[src/rtl/fp_div_seq_if.sv]
// Operand/result bundle for the iterative floating-point divider.
// Carries the input handshake with both operands and the output handshake with result and flags.
// The master side drives operands and out_ready; the slave side (the divider) drives the rest.
interface fp_div_seq_if #(
  parameter int EXP_W = 8,
  parameter int MAN_W = 23
);
  localparam int W = 1 + EXP_W + MAN_W;

  logic         in_valid;
  logic         in_ready;
  logic [W-1:0] a;
  logic [W-1:0] b;
  logic         out_valid;
  logic         out_ready;
  logic [W-1:0] result;
  logic         underflow;
  logic         overflow;
  logic         invalid_op;
  logic         divide_by_zero;

  modport master (
    output in_valid, a, b, out_ready,
    input  in_ready, out_valid, result, underflow, overflow, invalid_op, divide_by_zero
  );

  modport slave (
    input  in_valid, a, b, out_ready,
    output in_ready, out_valid, result, underflow, overflow, invalid_op, divide_by_zero
  );
endinterface

[src/rtl/fp_div_seq.sv]
// Iterative IEEE-754 divider a/b, radix-2 restoring, one quotient bit per clock, FTZ in and out.
// Latency: out_valid rises MAN_W+5 edges after the accept edge (28 at defaults), specials included.
// Backpressure: single-entry output held stable until out_ready; in_ready only while idle.
// Build option: define ROUND_NEAREST_EN for round-to-nearest-even, otherwise results truncate.
module fp_div_seq #(
  parameter int EXP_W = 8,
  parameter int MAN_W = 23
) (
  input  logic         clk,
  input  logic         rst,
  fp_div_seq_if.slave  bus
);

  localparam int W     = 1 + EXP_W + MAN_W;
  localparam int N     = MAN_W + 3;          // quotient bits: integer, fraction, guard, round
  localparam int EXPX  = EXP_W + 2;          // signed working exponent width
  localparam int CNT_W = $clog2(N);

  localparam logic signed [EXPX-1:0] BIAS_S = EXPX'((2 ** (EXP_W - 1)) - 1);
  localparam logic signed [EXPX-1:0] MAXE_S = EXPX'((2 ** EXP_W) - 1);
  localparam logic signed [EXPX-1:0] ONE_S  = EXPX'(1);
  localparam logic signed [EXPX-1:0] ZERO_S = '0;
  localparam logic [CNT_W-1:0]       LAST_CNT = CNT_W'(N - 1);

  localparam logic [W-1:0] QNAN = {1'b0, {EXP_W{1'b1}}, 1'b1, {(MAN_W-1){1'b0}}};

  typedef enum logic [2:0] {
    S_IDLE,
    S_UNPACK,
    S_DIVIDE,
    S_ROUND,
    S_HOLD
  } state_t;

  state_t state_q, state_d;

  logic [W-1:0]            a_q, a_d;
  logic [W-1:0]            b_q, b_d;
  logic                    sign_q, sign_d;
  logic signed [EXPX-1:0]  exp_q, exp_d;
  logic                    spec_q, spec_d;
  logic [W-1:0]            spec_res_q, spec_res_d;
  logic                    spec_inv_q, spec_inv_d;
  logic                    spec_dbz_q, spec_dbz_d;
  logic [MAN_W:0]          mb_q, mb_d;
  logic [MAN_W+1:0]        rem_q, rem_d;
  logic [N-1:0]            quo_q, quo_d;
  logic [CNT_W-1:0]        cnt_q, cnt_d;
  logic [W-1:0]            result_q, result_d;
  logic                    unf_q, unf_d;
  logic                    ovf_q, ovf_d;
  logic                    inv_q, inv_d;
  logic                    dbz_q, dbz_d;

  // Operand field decode
  logic               a_sgn, b_sgn;
  logic [EXP_W-1:0]   a_exp, b_exp;
  logic [MAN_W-1:0]   a_frac, b_frac;
  logic               a_zero, b_zero, a_inf, b_inf, a_nan, b_nan;

  assign a_sgn  = a_q[W-1];
  assign b_sgn  = b_q[W-1];
  assign a_exp  = a_q[W-2:MAN_W];
  assign b_exp  = b_q[W-2:MAN_W];
  assign a_frac = a_q[MAN_W-1:0];
  assign b_frac = b_q[MAN_W-1:0];
  // Zero exponent covers subnormals too: they are flushed to signed zero.
  assign a_zero = (a_exp == '0);
  assign b_zero = (b_exp == '0);
  assign a_inf  = (&a_exp) && (a_frac == '0);
  assign b_inf  = (&b_exp) && (b_frac == '0);
  assign a_nan  = (&a_exp) && (a_frac != '0);
  assign b_nan  = (&b_exp) && (b_frac != '0);

  // Restoring-division step: trial subtract, keep difference when non-negative
  logic [MAN_W+2:0] diff;
  logic             q_bit;

  always_comb begin
    diff  = {1'b0, rem_q} - {2'b00, mb_q};
    q_bit = ~diff[MAN_W+2];
  end

  // Normalise the quotient, round, renormalise on carry, then range-check the exponent
  logic [MAN_W:0]          norm_sig;
  logic signed [EXPX-1:0]  norm_exp;
  logic                    round_inc;
  logic [MAN_W+1:0]        rnd_sum;
  logic [MAN_W-1:0]        fin_frac;
  logic signed [EXPX-1:0]  fin_exp;
  logic [W-1:0]            rnd_res;
  logic                    rnd_ovf, rnd_unf;
`ifdef ROUND_NEAREST_EN
  logic                    grd_bit, rnd_bit;
`else
  logic                    rnd_unused;
  assign rnd_unused = quo_q[0];
`endif

  always_comb begin
    norm_sig  = quo_q[N-1] ? quo_q[N-1:2] : quo_q[N-2:1];
    norm_exp  = quo_q[N-1] ? exp_q : (exp_q - ONE_S);
`ifdef ROUND_NEAREST_EN
    grd_bit   = quo_q[N-1] ? quo_q[1] : quo_q[0];
    rnd_bit   = quo_q[N-1] ? quo_q[0] : 1'b0;
    // Round up above half, or at exactly half when the kept LSB is odd.
    round_inc = grd_bit & (rnd_bit | (rem_q != '0) | norm_sig[0]);
`else
    round_inc = 1'b0;
`endif
    rnd_sum = {1'b0, norm_sig} + {{(MAN_W+1){1'b0}}, round_inc};
    if (rnd_sum[MAN_W+1]) begin
      // Significand rounded up to 2.0: shift right and bump the exponent.
      fin_frac = rnd_sum[MAN_W:1];
      fin_exp  = norm_exp + ONE_S;
    end else begin
      fin_frac = rnd_sum[MAN_W-1:0];
      fin_exp  = norm_exp;
    end
    rnd_ovf = 1'b0;
    rnd_unf = 1'b0;
    if (fin_exp >= MAXE_S) begin
      rnd_res = {sign_q, {EXP_W{1'b1}}, {MAN_W{1'b0}}};
      rnd_ovf = 1'b1;
    end else if (fin_exp <= ZERO_S) begin
      rnd_res = {sign_q, {(W-1){1'b0}}};
      rnd_unf = 1'b1;
    end else begin
      rnd_res = {sign_q, fin_exp[EXP_W-1:0], fin_frac};
    end
  end

  // FSM next state and datapath next values
  always_comb begin
    state_d    = state_q;
    a_d        = a_q;
    b_d        = b_q;
    sign_d     = sign_q;
    exp_d      = exp_q;
    spec_d     = spec_q;
    spec_res_d = spec_res_q;
    spec_inv_d = spec_inv_q;
    spec_dbz_d = spec_dbz_q;
    mb_d       = mb_q;
    rem_d      = rem_q;
    quo_d      = quo_q;
    cnt_d      = cnt_q;
    result_d   = result_q;
    unf_d      = unf_q;
    ovf_d      = ovf_q;
    inv_d      = inv_q;
    dbz_d      = dbz_q;

    case (state_q)
      S_IDLE: begin
        if (bus.in_valid) begin
          a_d     = bus.a;
          b_d     = bus.b;
          state_d = S_UNPACK;
        end
      end

      S_UNPACK: begin
        sign_d     = a_sgn ^ b_sgn;
        exp_d      = $signed({2'b00, a_exp}) - $signed({2'b00, b_exp}) + BIAS_S;
        rem_d      = {1'b0, 1'b1, a_frac};
        mb_d       = {1'b1, b_frac};
        quo_d      = '0;
        cnt_d      = '0;
        spec_d     = 1'b1;
        spec_inv_d = 1'b0;
        spec_dbz_d = 1'b0;
        // Special operands still run the full count so latency never varies.
        if (a_nan || b_nan || (a_zero && b_zero) || (a_inf && b_inf)) begin
          spec_res_d = QNAN;
          spec_inv_d = 1'b1;
        end else if (b_zero && !a_inf) begin
          spec_res_d = {a_sgn ^ b_sgn, {EXP_W{1'b1}}, {MAN_W{1'b0}}};
          spec_dbz_d = 1'b1;
        end else if (a_inf) begin
          spec_res_d = {a_sgn ^ b_sgn, {EXP_W{1'b1}}, {MAN_W{1'b0}}};
        end else if (a_zero || b_inf) begin
          spec_res_d = {a_sgn ^ b_sgn, {(W-1){1'b0}}};
        end else begin
          spec_d     = 1'b0;
          spec_res_d = '0;
        end
        state_d = S_DIVIDE;
      end

      S_DIVIDE: begin
        quo_d = {quo_q[N-2:0], q_bit};
        rem_d = q_bit ? (diff[MAN_W+1:0] << 1) : (rem_q << 1);
        cnt_d = cnt_q + 1'b1;
        if (cnt_q == LAST_CNT) begin
          state_d = S_ROUND;
        end
      end

      S_ROUND: begin
        if (spec_q) begin
          result_d = spec_res_q;
          inv_d    = spec_inv_q;
          dbz_d    = spec_dbz_q;
          ovf_d    = 1'b0;
          unf_d    = 1'b0;
        end else begin
          result_d = rnd_res;
          inv_d    = 1'b0;
          dbz_d    = 1'b0;
          ovf_d    = rnd_ovf;
          unf_d    = rnd_unf;
        end
        state_d = S_HOLD;
      end

      S_HOLD: begin
        // Flags belong to one result only; drop them as it is consumed.
        if (bus.out_ready) begin
          unf_d   = 1'b0;
          ovf_d   = 1'b0;
          inv_d   = 1'b0;
          dbz_d   = 1'b0;
          state_d = S_IDLE;
        end
      end

      default: state_d = S_IDLE;
    endcase
  end

  // State and datapath registers with synchronous reset (aborts any operation in flight)
  always_ff @(posedge clk) begin
    if (rst) begin
      state_q    <= S_IDLE;
      a_q        <= '0;
      b_q        <= '0;
      sign_q     <= 1'b0;
      exp_q      <= '0;
      spec_q     <= 1'b0;
      spec_res_q <= '0;
      spec_inv_q <= 1'b0;
      spec_dbz_q <= 1'b0;
      mb_q       <= '0;
      rem_q      <= '0;
      quo_q      <= '0;
      cnt_q      <= '0;
      result_q   <= '0;
      unf_q      <= 1'b0;
      ovf_q      <= 1'b0;
      inv_q      <= 1'b0;
      dbz_q      <= 1'b0;
    end else begin
      state_q    <= state_d;
      a_q        <= a_d;
      b_q        <= b_d;
      sign_q     <= sign_d;
      exp_q      <= exp_d;
      spec_q     <= spec_d;
      spec_res_q <= spec_res_d;
      spec_inv_q <= spec_inv_d;
      spec_dbz_q <= spec_dbz_d;
      mb_q       <= mb_d;
      rem_q      <= rem_d;
      quo_q      <= quo_d;
      cnt_q      <= cnt_d;
      result_q   <= result_d;
      unf_q      <= unf_d;
      ovf_q      <= ovf_d;
      inv_q      <= inv_d;
      dbz_q      <= dbz_d;
    end
  end

  assign bus.in_ready       = (state_q == S_IDLE) && !rst;
  assign bus.out_valid      = (state_q == S_HOLD);
  assign bus.result         = result_q;
  assign bus.underflow      = unf_q;
  assign bus.overflow       = ovf_q;
  assign bus.invalid_op     = inv_q;
  assign bus.divide_by_zero = dbz_q;

endmodule
[src/flat_wrapper.sv]
// flat-port wrapper written by rule: the top's interface ports become plain ports
module fp_div_seq_flat 
#(
  parameter int EXP_W = 8,
  parameter int MAN_W = 23
)
  (clk, rst, bus_in_valid, bus_a, bus_b, bus_out_ready, bus_in_ready, bus_out_valid, bus_result, bus_underflow, bus_overflow, bus_invalid_op, bus_divide_by_zero);
  fp_div_seq_if #(.EXP_W(EXP_W), .MAN_W(MAN_W)) bus_i ();
  input  logic clk;
  input  logic rst;
  input wire logic [$bits(bus_i.in_valid)-1:0] bus_in_valid;
  input wire logic [$bits(bus_i.a)-1:0] bus_a;
  input wire logic [$bits(bus_i.b)-1:0] bus_b;
  input wire logic [$bits(bus_i.out_ready)-1:0] bus_out_ready;
  output wire logic [$bits(bus_i.in_ready)-1:0] bus_in_ready;
  output wire logic [$bits(bus_i.out_valid)-1:0] bus_out_valid;
  output wire logic [$bits(bus_i.result)-1:0] bus_result;
  output wire logic [$bits(bus_i.underflow)-1:0] bus_underflow;
  output wire logic [$bits(bus_i.overflow)-1:0] bus_overflow;
  output wire logic [$bits(bus_i.invalid_op)-1:0] bus_invalid_op;
  output wire logic [$bits(bus_i.divide_by_zero)-1:0] bus_divide_by_zero;
  assign bus_i.in_valid = bus_in_valid;
  assign bus_i.a = bus_a;
  assign bus_i.b = bus_b;
  assign bus_i.out_ready = bus_out_ready;
  assign bus_in_ready = bus_i.in_ready;
  assign bus_out_valid = bus_i.out_valid;
  assign bus_result = bus_i.result;
  assign bus_underflow = bus_i.underflow;
  assign bus_overflow = bus_i.overflow;
  assign bus_invalid_op = bus_i.invalid_op;
  assign bus_divide_by_zero = bus_i.divide_by_zero;
  fp_div_seq #(.EXP_W(EXP_W), .MAN_W(MAN_W)) u_core (.clk(clk), .rst(rst), .bus(bus_i));
endmodule
[config.mk]
export PLATFORM = sky130hd
export DESIGN_NAME = fp_div_seq_flat
export DESIGN_NICKNAME = d
export VERILOG_FILES = /design/src/rtl/fp_div_seq_if.sv /design/src/rtl/fp_div_seq.sv /design/src/flat_wrapper.sv
export SDC_FILE = /design/constraint.sdc
export NUM_CORES = 1
export LEC_CHECK = 0
export CAP_MARGIN = 30
export CELL_PAD_IN_SITES_DETAIL_PLACEMENT = 0
export CELL_PAD_IN_SITES_GLOBAL_PLACEMENT = 1
export CORE_UTILIZATION = 46
export DETAILED_ROUTE_END_ITERATION = 8
export GPL_TIMING_DRIVEN = 0
export PLACE_DENSITY = 0.95
export SYNTH_ARGS = -nofsm -noshare
export SYNTH_HDL_FRONTEND = slang
export SYNTH_SLANG_ARGS = --single-unit
[constraint.sdc]
create_clock -name clk -period 7.9 [get_ports clk]
set_input_delay 1.975 -clock clk [delete_from_list [all_inputs] [get_ports clk]]
set_output_delay 1.975 -clock clk [all_outputs]
set_load 0.005 [all_outputs]
# [Yosys cells after proc, flatten, opt, wreduce, memory -nomap -nowiden]
# Index checks and enable logic that the tools add are counted.
[totals] ff_bits=229 latch_bits=0 mem_bits_rw=0 romBits=0 inputBits=68 out_inout_bits=38 wordCells=99 mem_count=0
[classes] add_sub_neg=5 multipliers=0 n_div=0 order_cmp=2 n_eq_ne=8 shifts=0 mux=36 bitwise_logic=2 reduce_logical=28
[ops] cell="$mux W32" count=5
[ops] cell="$mux W31" count=2
[ops] cell="$pmux W26 S2" count=1
[ops] cell="$pmux W25 S2" count=1
[ops] cell="$logic_not A23 Y1" count=2
[ops] cell="$reduce_bool A23 Y1" count=2
[ops] cell="$sub A25 B24 Y26" count=1
[ops] cell="$mux W25" count=1
[ops] cell="$mux W23" count=1
[ops] cell="$logic_not A8 Y1" count=2
[ops] cell="$reduce_and A8 Y1" count=2
[ops] cell="$mux W1" count=15
[ops] cell="$pmux W3 S5" count=1
[ops] cell="$add A10 B8 Y10 const B" count=1
[ops] cell="$ge A10 B9 Y1 const B" count=1
[ops] cell="$le A10 B1 Y1 const B" count=1
[ops] cell="$mux W10" count=1
[ops] cell="$pmux W5 S2" count=1
[ops] cell="$sub A10 B2 Y10 const B" count=1
[ops] cell="$mux W3" count=3
[ops] cell="$sub A8 B8 Y9" count=1
[ops] cell="$logic_and A1 B1 Y1" count=8
[ops] cell="$pmux W1 S2" count=4
[ops] cell="$eq A3 B2 Y1 const B" count=2
[ops] cell="other kinds (14)" count=21

# [Depth between registers and ports, before layout]
[depth] word_depth=7 ltp_mapped=13 ltp_nobuf=12

# [Least setup slack after synthesis]
# No wires, ideal clock.
[synth_path] path_type="in2out" startpoint="input port rst" endpoint="output port bus_in_ready" arrival_time_ps=2759 t_required_ps=5925 setup_slack_ps=3166 stages=4 path_buffers=3 path_cell_list="clkbuf_1 > clkbuf_1 > clkbuf_1 > nor4_1"
[synth_between] elab_chain_len=2
[synth_rtl] element="from (decl)" line_no="flat_wrapper.sv:10" rtl="input logic rst;"
[synth_rtl] element="$logic_not A1 Y1" line_no="fp_div_seq.sv:275" rtl="assign bus.in_ready = (state_q == S_IDLE) && !rst;"
[synth_rtl] element="$logic_and A1 B1 Y1" line_no="fp_div_seq.sv:275"
[synth_rtl] element="to (decl)" line_no="flat_wrapper.sv:15" rtl="output wire logic [$bits(bus_i.in_ready)-1:0] bus_in_ready;"
# No other way between the ends.

# [Worst setup path after layout]
# Same ends and word-level chain as after synthesis.

==> impl_metrics.tcl <==
set metrics [dict create \
    status "finished, final reports clean" \
    numCtsBuffers 17 \
    cts_tree "yes" \
    power.share.sequential_pct 38.9 \
    die_h_um 150 \
    grt_pass1_vias 8871 \
    n_antenna_cell 0 \
    initial_core_util_pct 47.6 \
    power_frac_comb_pct 30.0 \
    hp-class "reg2reg" \
    slew_violations 0 \
    fp.coreArea_um2 21300 \
    ys_ff_latch 199 \
    switching_share_pct 34.1 \
    use_met3_pct 4.30 \
    cts_setup_buffers 0 \
    met2_usage_pct 41.8 \
    route.detailed.drc 0 \
    multi_input_area_um2 5600 \
    clock_latency_ns 0.45 \
    area_growth_syn_to_layout_pct 19.4 \
    synth_top_area_share_pct 39.3 \
    first_pass_iters 6 \
    finalNonFillerCells 1686 \
    antenna_found_initial 0 \
    clock_skew_ns 0.00986 \
    synth_cell_types 70 \
    min_period_ns 5.82 \
    grt_max_degree 20 \
    routed_wl_um 27400 \
    grt_use_met1_pct 32.5 \
    cts_resized 0 \
    vias 9379 \
    h-tree-depth 4 \
    slew-limit-headroom_pct 52.6 \
    stdcell_area_um2 12100 \
    postCtsHoldBufs 0 \
    dpl-instance-area_um2 11500 \
    power_switching_mw 0.967 \
    cp_max_fo 10 \
    period_share_pct 73.7 \
    grt_busiest_layer "met2" \
    final_util_pct 56.8 \
    clockBufferDepth 2 \
    antenna_left 0 \
    hold_viol 0 \
    syn_inst 1275 \
    filler_cell_count 1995 \
    clkSinkCount 199 \
    yosysWarnings 0 \
    fmax_mhz 172 \
    cp_data_arrival_time_ns 3.85 \
    synth_nets 1381 \
    ir_worst_vdd_mv 0.140 \
    start_kind "primary input" \
    drt-wirelength-per-cell_um 16.2 \
    setup_tns_ns 0 \
    cap_viol_max_count 0 \
    synth_area_per_cell_um2 7.95 \
    final_net_count 1504 \
    yosysSeqAreaShare_pct 39.3 \
    internal_power_mw 1.87 \
    synthTopCellsByArea "dfxtp_1, nand2_1, a21oi_1, ha_1, mux2i_1" \
    drive_gt1_share_pct 6.31 \
    setup_viol 0 \
    yosys.area.top_type "dfxtp_1" \
    synth-edff-count 0 \
    seqCellArea_um2 3980 \
    synth_flop_cell "dfxtp_1" \
    power_density_nw_per_um2 234 \
    synth.most_common_cell "nand2_1" \
    die_area_um2 22600 \
    worst_pin_slew_ns 0.711 \
    drt-initial-drc-count 555 \
    crit_type "in2out" \
    die_w_um 150 \
    cp.required_ns 5.93 \
    clockPowerShare_pct 31.0 \
    track_usage_pct 25.3 \
    rsz0062_at_grt "no" \
    gr-total-overflow 0 \
    rows 53 \
    dpl.cell_count 1654 \
    p_leak_nw 4.25 \
    pin_count 106 \
    dp_hpwl_um 20900 \
    synth_area_um2 10100 \
    grt_pass1_wl_um 44500 \
    vias_per_cell 5.56 \
    cts_root_buf "clkbuf_16" \
    path_clk_slew_ns 0.07 \
    port_buffers 104 \
    synthArstFlopShare_pct 0 \
    yosys-top-cells-count "nand2_1, dfxtp_1, a21oi_1" \
    globalplace.congestion 0.876 \
    end_kind "primary output" \
]
## critical path, stage by stage
cell and delay (ns):
clkbuf_1 0.25, clkbuf_1 0.40, clkbuf_1 0.56, nor4_1 0.17, clkdlybuf4s50_1 0.49
## power groups by stage
stage / sequential, mW / combinational [mW] / clock [mW]
after floorplan: 1.11 / 0.641 / 0
after global placement: 1.12 / 0.835 / 0
after detailed placement: 1.13 / 0.845 / 0
after CTS: 1.10 / 0.850 / 0.885
after global routing: 1.11 / 0.951 / 0.934
final: 1.10 / 0.852 / 0.880
## cells in the final DEF (no fill, tap or decap), drive strengths merged, types with 7 or more instances in the layout
| cell | count |
|---|---|
| nor2b | 7 |
| o21a | 9 |
| nand3 | 12 |
| nor3 | 19 |
| dfxtp | 199 |
| o21ai | 29 |
| nor4 | 19 |
| and2 | 7 |
| a31oi | 9 |
| nand4 | 14 |
| buf | 17 |
| mux2i | 42 |
| nor2 | 106 |
| clkdlybuf4s50 | 104 |
| a21o | 10 |
| a211oi | 15 |
| a31o | 18 |
| a22oi | 30 |
| ha | 36 |
| inv | 56 |
| nand2 | 257 |
| a21oi | 161 |
| xor2 | 12 |
| clkbuf | 90 |
| a2bb2oi | 25 |
| xnor2 | 22 |
## final timing paths
path / endpoint / slack [ns] / startpoint / cells after the start
worst min register to register: u_core.spec_dbz_q / 0.45 / u_core.spec_dbz_q / 2
worst min-delay path: u_core.spec_dbz_q / 0.45 / u_core.spec_dbz_q / 2
worst max-delay path: bus_in_ready / 2.08 / rst / 5
worst max register to register: u_core.rem_q[7] / 4.47 / u_core.mb_q[1] / 12
## per-layer routing
metal	wire, um	vias up
li1	-	4723
met1	12600	4365
met2	12600	240
met3	1130	51
met4	1000	0
met5	0	-
## through the flow
step / hold slack [ns] / power [mW] / setup WS (ns)
final: 0.454 / 2.84 / 2.08
after global routing: 0.480 / 2.99 / 2.02
after CTS: 0.455 / 2.84 / 2.13
after detailed placement: 0.447 / 1.97 / 2.13
after global placement: 0.439 / 1.96 / 2.16
after floorplan: 0.432 / 1.75 / 3.17
## logic make-up (layout without fill, tap and decap cells)
kind of cell	count (synthesis)	after routing	share of synthesized area, %
buf+inv	136	272	5.37
fa+ha+maj	38	38	4.84
xor+xnor	34	34	2.94
flops	199	199	39.3
simple gates	484	484	21.8
compound gates	342	342	21.6
mux	42	42	4.15
## state kept, by name, indices dropped and copies added (netlist names), 3 cells and up
| name | count |
|---|---|
| u_core.a_q | 32 |
| u_core.b_q | 32 |
| u_core.bus.result | 32 |
| u_core.cnt_q | 5 |
| u_core.exp_q | 10 |
| u_core.mb_q | 24 |
| u_core.quo_q | 26 |
| u_core.rem_q | 25 |
| u_core.spec_res_q | 3 |
| u_core.state_q | 3 |
## final cells by class
class	instances	share of cell area (%)
timing repair buffer	104	8.60
tap	275	2.84
buffer	89	3.04
inverter	47	1.46
clock inverter	14	1.27
sequential	199	32.9
multi-input combinational	940	46.3
clock buffer	18	3.55
No activity file was read; power rests on OpenSTA's default activity.
